`src/rtl/store_pkg.sv`:
```
// Shared types and byte-lane helpers for the store-size write stage.
package store_pkg;

  typedef enum logic [1:0] {
    SZ_D = 2'b00,
    SZ_W = 2'b01,
    SZ_H = 2'b10,
    SZ_B = 2'b11
  } size_e;

  typedef enum logic [1:0] {
    IDLE = 2'b00,
    RD   = 2'b01,
    WR   = 2'b10,
    ERR  = 2'b11
  } state_e;

  localparam int unsigned CntW = 3;

  // Index of the lowest byte lane touched by a store of this size.
  function automatic logic [2:0] lane_base(size_e sz, logic [2:0] off);
    logic [2:0] base;
    unique case (sz)
      SZ_D:    base = 3'd0;
      SZ_W:    base = {off[2], 2'b00};
      SZ_H:    base = {off[2:1], 1'b0};
      default: base = off;
    endcase
    return base;
  endfunction

  function automatic logic [7:0] byte_mask(size_e sz, logic [2:0] off);
    logic [7:0] width_mask;
    unique case (sz)
      SZ_D:    width_mask = 8'hFF;
      SZ_W:    width_mask = 8'h0F;
      SZ_H:    width_mask = 8'h03;
      default: width_mask = 8'h01;
    endcase
    return width_mask << lane_base(sz, off);
  endfunction

  function automatic logic is_misaligned(size_e sz, logic [2:0] off);
    logic bad;
    unique case (sz)
      SZ_D:    bad = |off;
      SZ_W:    bad = |off[1:0];
      SZ_H:    bad = off[0];
      default: bad = 1'b0;
    endcase
    return bad;
  endfunction

endpackage

```
`src/rtl/store_size_unit_if.sv`:
```
// Request and data-memory signals of the store-size write stage.
interface store_size_unit_if #(
  parameter int unsigned ADDR_W = 64,
  parameter int unsigned DATA_W = 64
);
  logic              start;
  logic [1:0]        tam;
  logic [ADDR_W-1:0] addr;
  logic [DATA_W-1:0] wdata;
  logic [DATA_W-1:0] mem_rdata;
  logic [ADDR_W-1:0] mem_addr;
  logic [DATA_W-1:0] mem_wdata;
  logic              mem_we;
  logic              busy;
  logic              done;
  logic              misalign;

  // Sequencer plus memory side.
  modport master (
    output start, tam, addr, wdata, mem_rdata,
    input  mem_addr, mem_wdata, mem_we, busy, done, misalign
  );

  // Store unit side.
  modport slave (
    input  start, tam, addr, wdata, mem_rdata,
    output mem_addr, mem_wdata, mem_we, busy, done, misalign
  );
endinterface

```
`src/rtl/store_merge.sv`:
```
// Combinational little-endian byte-lane merge of store data into the old doubleword.
module store_merge
  import store_pkg::*;
(
  input  size_e       size_i,
  input  logic [2:0]  offset_i,
  input  logic [63:0] old_i,
  input  logic [63:0] new_i,
  output logic [63:0] merged_o
);

  logic [7:0]  mask;
  logic [63:0] shifted;

  always_comb begin
    mask     = byte_mask(size_i, offset_i);
    // Store data sits in the low bytes; move it up to the first target lane.
    shifted  = new_i << {lane_base(size_i, offset_i), 3'b000};
    merged_o = old_i;
    for (int i = 0; i < 8; i++) begin
      if (mask[i]) begin
        merged_o[8*i +: 8] = shifted[8*i +: 8];
      end
    end
  end

endmodule

```
`src/rtl/store_size_unit.sv`:
```
// Store-size write stage: read-modify-write for sw/sh/sb, direct write for sd.
module store_size_unit
  import store_pkg::*;
#(
  parameter int unsigned ADDR_W     = 64,
  parameter int unsigned DATA_W     = 64,
  parameter int unsigned MEM_RD_LAT = 1
) (
  input logic              clk,
  input logic              reset,
  store_size_unit_if.slave bus
);

  state_e            state_q, state_d;
  logic [CntW-1:0]   cnt_q, cnt_d;
  logic [ADDR_W-1:0] addr_q, addr_d;
  logic [DATA_W-1:0] wdata_q, wdata_d;
  logic [DATA_W-1:0] old_q, old_d;
  size_e             size_q, size_d;
  logic [DATA_W-1:0] merged;

  always_ff @(posedge clk or posedge reset) begin
    if (reset) begin
      state_q <= IDLE;
      cnt_q   <= '0;
      addr_q  <= '0;
      wdata_q <= '0;
      old_q   <= '0;
      size_q  <= SZ_D;
    end else begin
      state_q <= state_d;
      cnt_q   <= cnt_d;
      addr_q  <= addr_d;
      wdata_q <= wdata_d;
      old_q   <= old_d;
      size_q  <= size_d;
    end
  end

  always_comb begin
    state_d = state_q;
    cnt_d   = cnt_q;
    addr_d  = addr_q;
    wdata_d = wdata_q;
    old_d   = old_q;
    size_d  = size_q;
    unique case (state_q)
      IDLE: begin
        if (bus.start) begin
          addr_d  = bus.addr;
          wdata_d = bus.wdata;
          size_d  = size_e'(bus.tam);
          if (is_misaligned(size_e'(bus.tam), bus.addr[2:0])) begin
            state_d = ERR;
          end else if (size_e'(bus.tam) == SZ_D) begin
            state_d = WR;
          end else begin
            state_d = RD;
            cnt_d   = CntW'(1);
          end
        end
      end
      RD: begin
        if (cnt_q == CntW'(MEM_RD_LAT)) begin
          old_d   = bus.mem_rdata;
          state_d = WR;
        end else begin
          cnt_d = cnt_q + CntW'(1);
        end
      end
      WR:      state_d = IDLE;
      default: state_d = IDLE;
    endcase
  end

  // sd also goes through the merge: its mask covers all eight lanes.
  store_merge u_merge (
    .size_i   (size_q),
    .offset_i (addr_q[2:0]),
    .old_i    (old_q),
    .new_i    (wdata_q),
    .merged_o (merged)
  );

  always_comb begin
    bus.busy      = (state_q != IDLE);
    bus.mem_we    = (state_q == WR);
    bus.done      = (state_q == WR) || (state_q == ERR);
    bus.misalign  = (state_q == ERR);
    bus.mem_addr  = '0;
    bus.mem_wdata = '0;
    if ((state_q == RD) || (state_q == WR)) begin
      bus.mem_addr = {addr_q[ADDR_W-1:3], 3'b000};
    end
    if (state_q == WR) begin
      bus.mem_wdata = merged;
    end
  end

endmodule

```
`src/flat_wrapper.sv`:
```
// flat-port wrapper written by rule: the top's interface ports become plain ports
module store_size_unit_flat import store_pkg::*;
#(
  parameter int unsigned ADDR_W     = 64,
  parameter int unsigned DATA_W     = 64,
  parameter int unsigned MEM_RD_LAT = 1
)
  (clk, reset, bus_start, bus_tam, bus_addr, bus_wdata, bus_mem_rdata, bus_mem_addr, bus_mem_wdata, bus_mem_we, bus_busy, bus_done, bus_misalign);
  store_size_unit_if #(.ADDR_W(ADDR_W), .DATA_W(DATA_W)) bus_i ();
  input logic clk;
  input logic reset;
  input wire logic [$bits(bus_i.start)-1:0] bus_start;
  input wire logic [$bits(bus_i.tam)-1:0] bus_tam;
  input wire logic [$bits(bus_i.addr)-1:0] bus_addr;
  input wire logic [$bits(bus_i.wdata)-1:0] bus_wdata;
  input wire logic [$bits(bus_i.mem_rdata)-1:0] bus_mem_rdata;
  output wire logic [$bits(bus_i.mem_addr)-1:0] bus_mem_addr;
  output wire logic [$bits(bus_i.mem_wdata)-1:0] bus_mem_wdata;
  output wire logic [$bits(bus_i.mem_we)-1:0] bus_mem_we;
  output wire logic [$bits(bus_i.busy)-1:0] bus_busy;
  output wire logic [$bits(bus_i.done)-1:0] bus_done;
  output wire logic [$bits(bus_i.misalign)-1:0] bus_misalign;
  assign bus_i.start = bus_start;
  assign bus_i.tam = bus_tam;
  assign bus_i.addr = bus_addr;
  assign bus_i.wdata = bus_wdata;
  assign bus_i.mem_rdata = bus_mem_rdata;
  assign bus_mem_addr = bus_i.mem_addr;
  assign bus_mem_wdata = bus_i.mem_wdata;
  assign bus_mem_we = bus_i.mem_we;
  assign bus_busy = bus_i.busy;
  assign bus_done = bus_i.done;
  assign bus_misalign = bus_i.misalign;
  store_size_unit #(.ADDR_W(ADDR_W), .DATA_W(DATA_W), .MEM_RD_LAT(MEM_RD_LAT)) u_core (.clk(clk), .reset(reset), .bus(bus_i));
endmodule
```
`config.mk`:
```
export PLATFORM = sky130hd
export DESIGN_NAME = store_size_unit_flat
export DESIGN_NICKNAME = d
export VERILOG_FILES = /design/src/rtl/store_pkg.sv /design/src/rtl/store_size_unit_if.sv /design/src/rtl/store_merge.sv /design/src/rtl/store_size_unit.sv /design/src/flat_wrapper.sv
export SDC_FILE = /design/constraint.sdc
export NUM_CORES = 1
export LEC_CHECK = 0
export BUFFER_PORTS_ARGS = -buffer_cell sky130_fd_sc_hd__clkbuf_2
export CAP_MARGIN = 20
export CORE_ASPECT_RATIO = 0.8
export CORE_MARGIN = 2
export CORE_UTILIZATION = 55
export CTS_CLUSTER_DIAMETER = 50
export DETAILED_ROUTE_END_ITERATION = 10
export PLACE_DENSITY = 0.83
export SETUP_SLACK_MARGIN = 0.2
export SYNTH_ARGS = -nofsm -noshare
export SYNTH_HDL_FRONTEND = slang
export SYNTH_SLANG_ARGS = --single-unit
```
`constraint.sdc`:
```
create_clock -name clk -period 13.8 [get_ports clk]
set_input_delay 2.76 -clock clk [delete_from_list [all_inputs] [get_ports clk]]
set_output_delay 2.76 -clock clk [all_outputs]
set_load 0.01 [all_outputs]
```
==> results.sh <==
export IMPL_synthCells=840
export IMPL_antenna_cells=0
export IMPL_critPathMaxStageDelay_ns=0.98
export IMPL_pre_cts_ws_ns=8.04
export IMPL_grt_pass1_vias=8053
export IMPL_clock_latency_ns=0.44
export IMPL_routed_via_density=5.79
export IMPL_yosysSeqAreaShare_pct=50.1
export IMPL_worstHoldPathType="flip-flop to flip-flop"
export IMPL_synth_seq_cells=199
export IMPL_path_max_fanout=29
export IMPL_io_pins=329
export IMPL_place_congestion=0.945
export IMPL_start_kind="flip-flop"
export IMPL_cts_resized=0
export IMPL_grt_usage_pct=29.7
export IMPL_fillerInstances=1308
export IMPL_routed_via_count=7913
export IMPL_cts_setup_buffers=0
export IMPL_clock_sinks=199
export IMPL_wl_per_cell_um=20.6
export IMPL_grt_pass1_wl_mm=44.4
export IMPL_synth_edf_count=0
export IMPL_setup_ws_ns=7.52
export IMPL_multi_input_area_um2=4640
export IMPL_drc=0
export IMPL_nets=1333
export IMPL_finalPower_mw=3.32
export IMPL_grt_ovfl_total=0
export IMPL_critPathKind="flip-flop to output port"
export IMPL_antenna_found_initial=1
export IMPL_finish_utilization_pct=69.9
export IMPL_path_clk_slew_ns=0.08
export IMPL_slowest_stage="dfrtp_1"
export IMPL_critical_path_top_delay_family="simple AND/OR/NAND/NOR gates"
export IMPL_path_buf_inv=1
export IMPL_drv_cap=0
export IMPL_min_period_ns=6.28
export IMPL_ant_nets=0
export IMPL_cts_buffers=17
export IMPL_ys_async_sr_fraction_pct=100
export IMPL_avgSynthCellArea_um2=11.8
export IMPL_hold_viol=0
export IMPL_grt_max_degree=127
export IMPL_slew_viol_final=0
export IMPL_dp_hpwl_mm=20.4
export IMPL_ctsHtreeMaxLevel=4
export IMPL_fmaxAchievable_mhz=159
export IMPL_vdd_drop_max_mv=0.136
export IMPL_drive_above_1_share_pct=50.1
export IMPL_cts_root_buf="clkbuf_16"
export IMPL_setup_viol=0
export IMPL_first_pass_iters=5
export IMPL_dieArea_um2=19200
export IMPL_start_util_pct=56.7
export IMPL_synth_cell_type_count=56
export IMPL_tightest_slew_ns=0.970
export IMPL_worst_ep_arrival_time_ns=3.52
export IMPL_mostFrequentLayoutCell="clkbuf_2"
export IMPL_dieWidth_um=154
export IMPL_finalSetupTns_ns=0
export IMPL_cts_tree="done"
export IMPL_p_per_area_nw_per_um2=271
export IMPL_cp_end_kind="output port"
export IMPL_core_area_um2=17500
export IMPL_final_cell_mix="clkbuf_2 (325), dfrtp_1 (199), mux2_2 (195), and2_1 (65), nor2_1 (47)"
export IMPL_leakagePower_nw=5.99
export IMPL_path_cells="or2_1 > nand2_2 > a21oi_1 > a222oi_1 > nor2_1 > clkbuf_2"
export IMPL_ys_flop_type="dfrtp_1"
export IMPL_netlist_area_um2=9940
export IMPL_slew_headroom_pct=35.3
export IMPL_rsz0062_at_grt="false"
export IMPL_syn_to_final_growth_pct=23.3
export IMPL_ys_warn_count=0
export IMPL_max_clock_path_buffers=2
export IMPL_drt_iter0_drc=667
export IMPL_cp_required_ns=11.04
export IMPL_timing_hold_ws_ns=0.500
export IMPL_die_h_um=124
export IMPL_io_buffers=325
export IMPL_drt_wl_total_mm=28.1
export IMPL_clock_skew_ns=0.00887
export IMPL_status="complete, no violations"
export IMPL_register_area_um2=4980
export IMPL_cts_hold_buf=0
export IMPL_num_rows=43
export IMPL_finalCritPeriodShare_pct=45.5
==> routing by layer <==
layer,share of wire [%],track usage (%),vias to the layer above
li1,-,-,3601
met2,48,47.5,389
met1,40,38.9,3867
met3,8.9,8.19,56
met5,0,0,-
met4,2.9,10.9,0
==> layout make-up <==
type	instances	area share, %
flip-flops and latches	199	40.6
multi-input cells	569	37.8
repair buffers	331	13.8
clock buffers	17	3.47
well taps	225	2.30
clock inverters	14	1.51
inverters	12	0.429
==> path summary, 6_finish.rpt <==
path,start,end,slack (ns),cells after the start
max in group asynchronous,reset,u_core.wdata_q[54]$_DFFE_PP0P_,9.78,3
min in group asynchronous,reset,u_core.old_q[0]$_DFFE_PP0N_,2.50,2
hold reg to reg,u_core.addr_q[5]$_DFFE_PP0P_,u_core.addr_q[5]$_DFFE_PP0P_,0.50,1
setup / recovery,u_core.size_q[1]$_DFFE_PP0P_,bus_mem_wdata[49],7.52,6
setup reg to reg,u_core.state_q[0]$_DFFE_PP0P_,u_core.wdata_q[58]$_DFFE_PP0P_,10.94,5
hold / removal,u_core.addr_q[5]$_DFFE_PP0P_,u_core.addr_q[5]$_DFFE_PP0P_,0.50,1
==> cells in the mapped netlist (2+ instances only) <==
cell type    n  area, um^2
dfrtp_1    199        4980
mux2_2     195        2200
and2_1      65         407
nor2_1      47         176
a21oi_1     40         200
nand2_1     35         131
mux2i_1     32         320
clkbuf_1    30         113
a211oi_1    17         128
buf_2       17        85.1
o221ai_1    14         123
o21ai_0     13        65.1
inv_1       12        45.0
a22o_1      11        96.3
and3_1      11        68.8
buf_4        8        60.1
nand3_1      8        40.0
a211o_1      7        61.3
a22oi_1      7        52.6
a31oi_1      7        43.8
ha_1         6        75.1
a2111oi_0    5        43.8
o31ai_1      5        37.5
buf_1        4        15.0
a221oi_1     3        26.3
buf_6        3        33.8
nor3_1       3        15.0
o22ai_1      3        18.8
a21o_1       2        15.0
a222oi_1     2        20.0
o21a_1       2        15.0
o21ai_1      2        10.0
o21ai_2      2        17.5
==> power by group <==
group	total (mW)	internal, mW	switching (mW)
clock	0.517	0.276	0.241
sequential	1.13	0.882	0.249
combinational	1.67	0.771	0.896
==> sequential cells by signal, indices dropped and copies added, names as in the netlist <==
register / count
u_core.cnt_q: 3
u_core.state_q: 2
u_core.old_q: 64
u_core.wdata_q: 64
u_core.size_q: 2
u_core.addr_q: 64
==> per-stage QoR <==
| stage | instances | instance area [um^2] |
|---|---|---|
| 3_5_place_dp | 1335 | 11600 |
| 2_1_floorplan | 842 | 9950 |
| 4_1_cts | 1366 | 12200 |
| 6_report | 1367 | 12300 |
| 5_1_grt | 1367 | 12300 |
| 3_3_place_gp | 1335 | 11600 |
==> logic make-up after synthesis <==
family | share of synthesized area [%]
muxes | 25.3
adders and majority gates | 0.755
other | 0.0377
and+or+nand+nor | 9.57
DFF | 50.1
AOI/OAI and AO/OA | 10.7
buffers and inverters | 3.54
No activity file was read; power rests on OpenSTA's default activity.
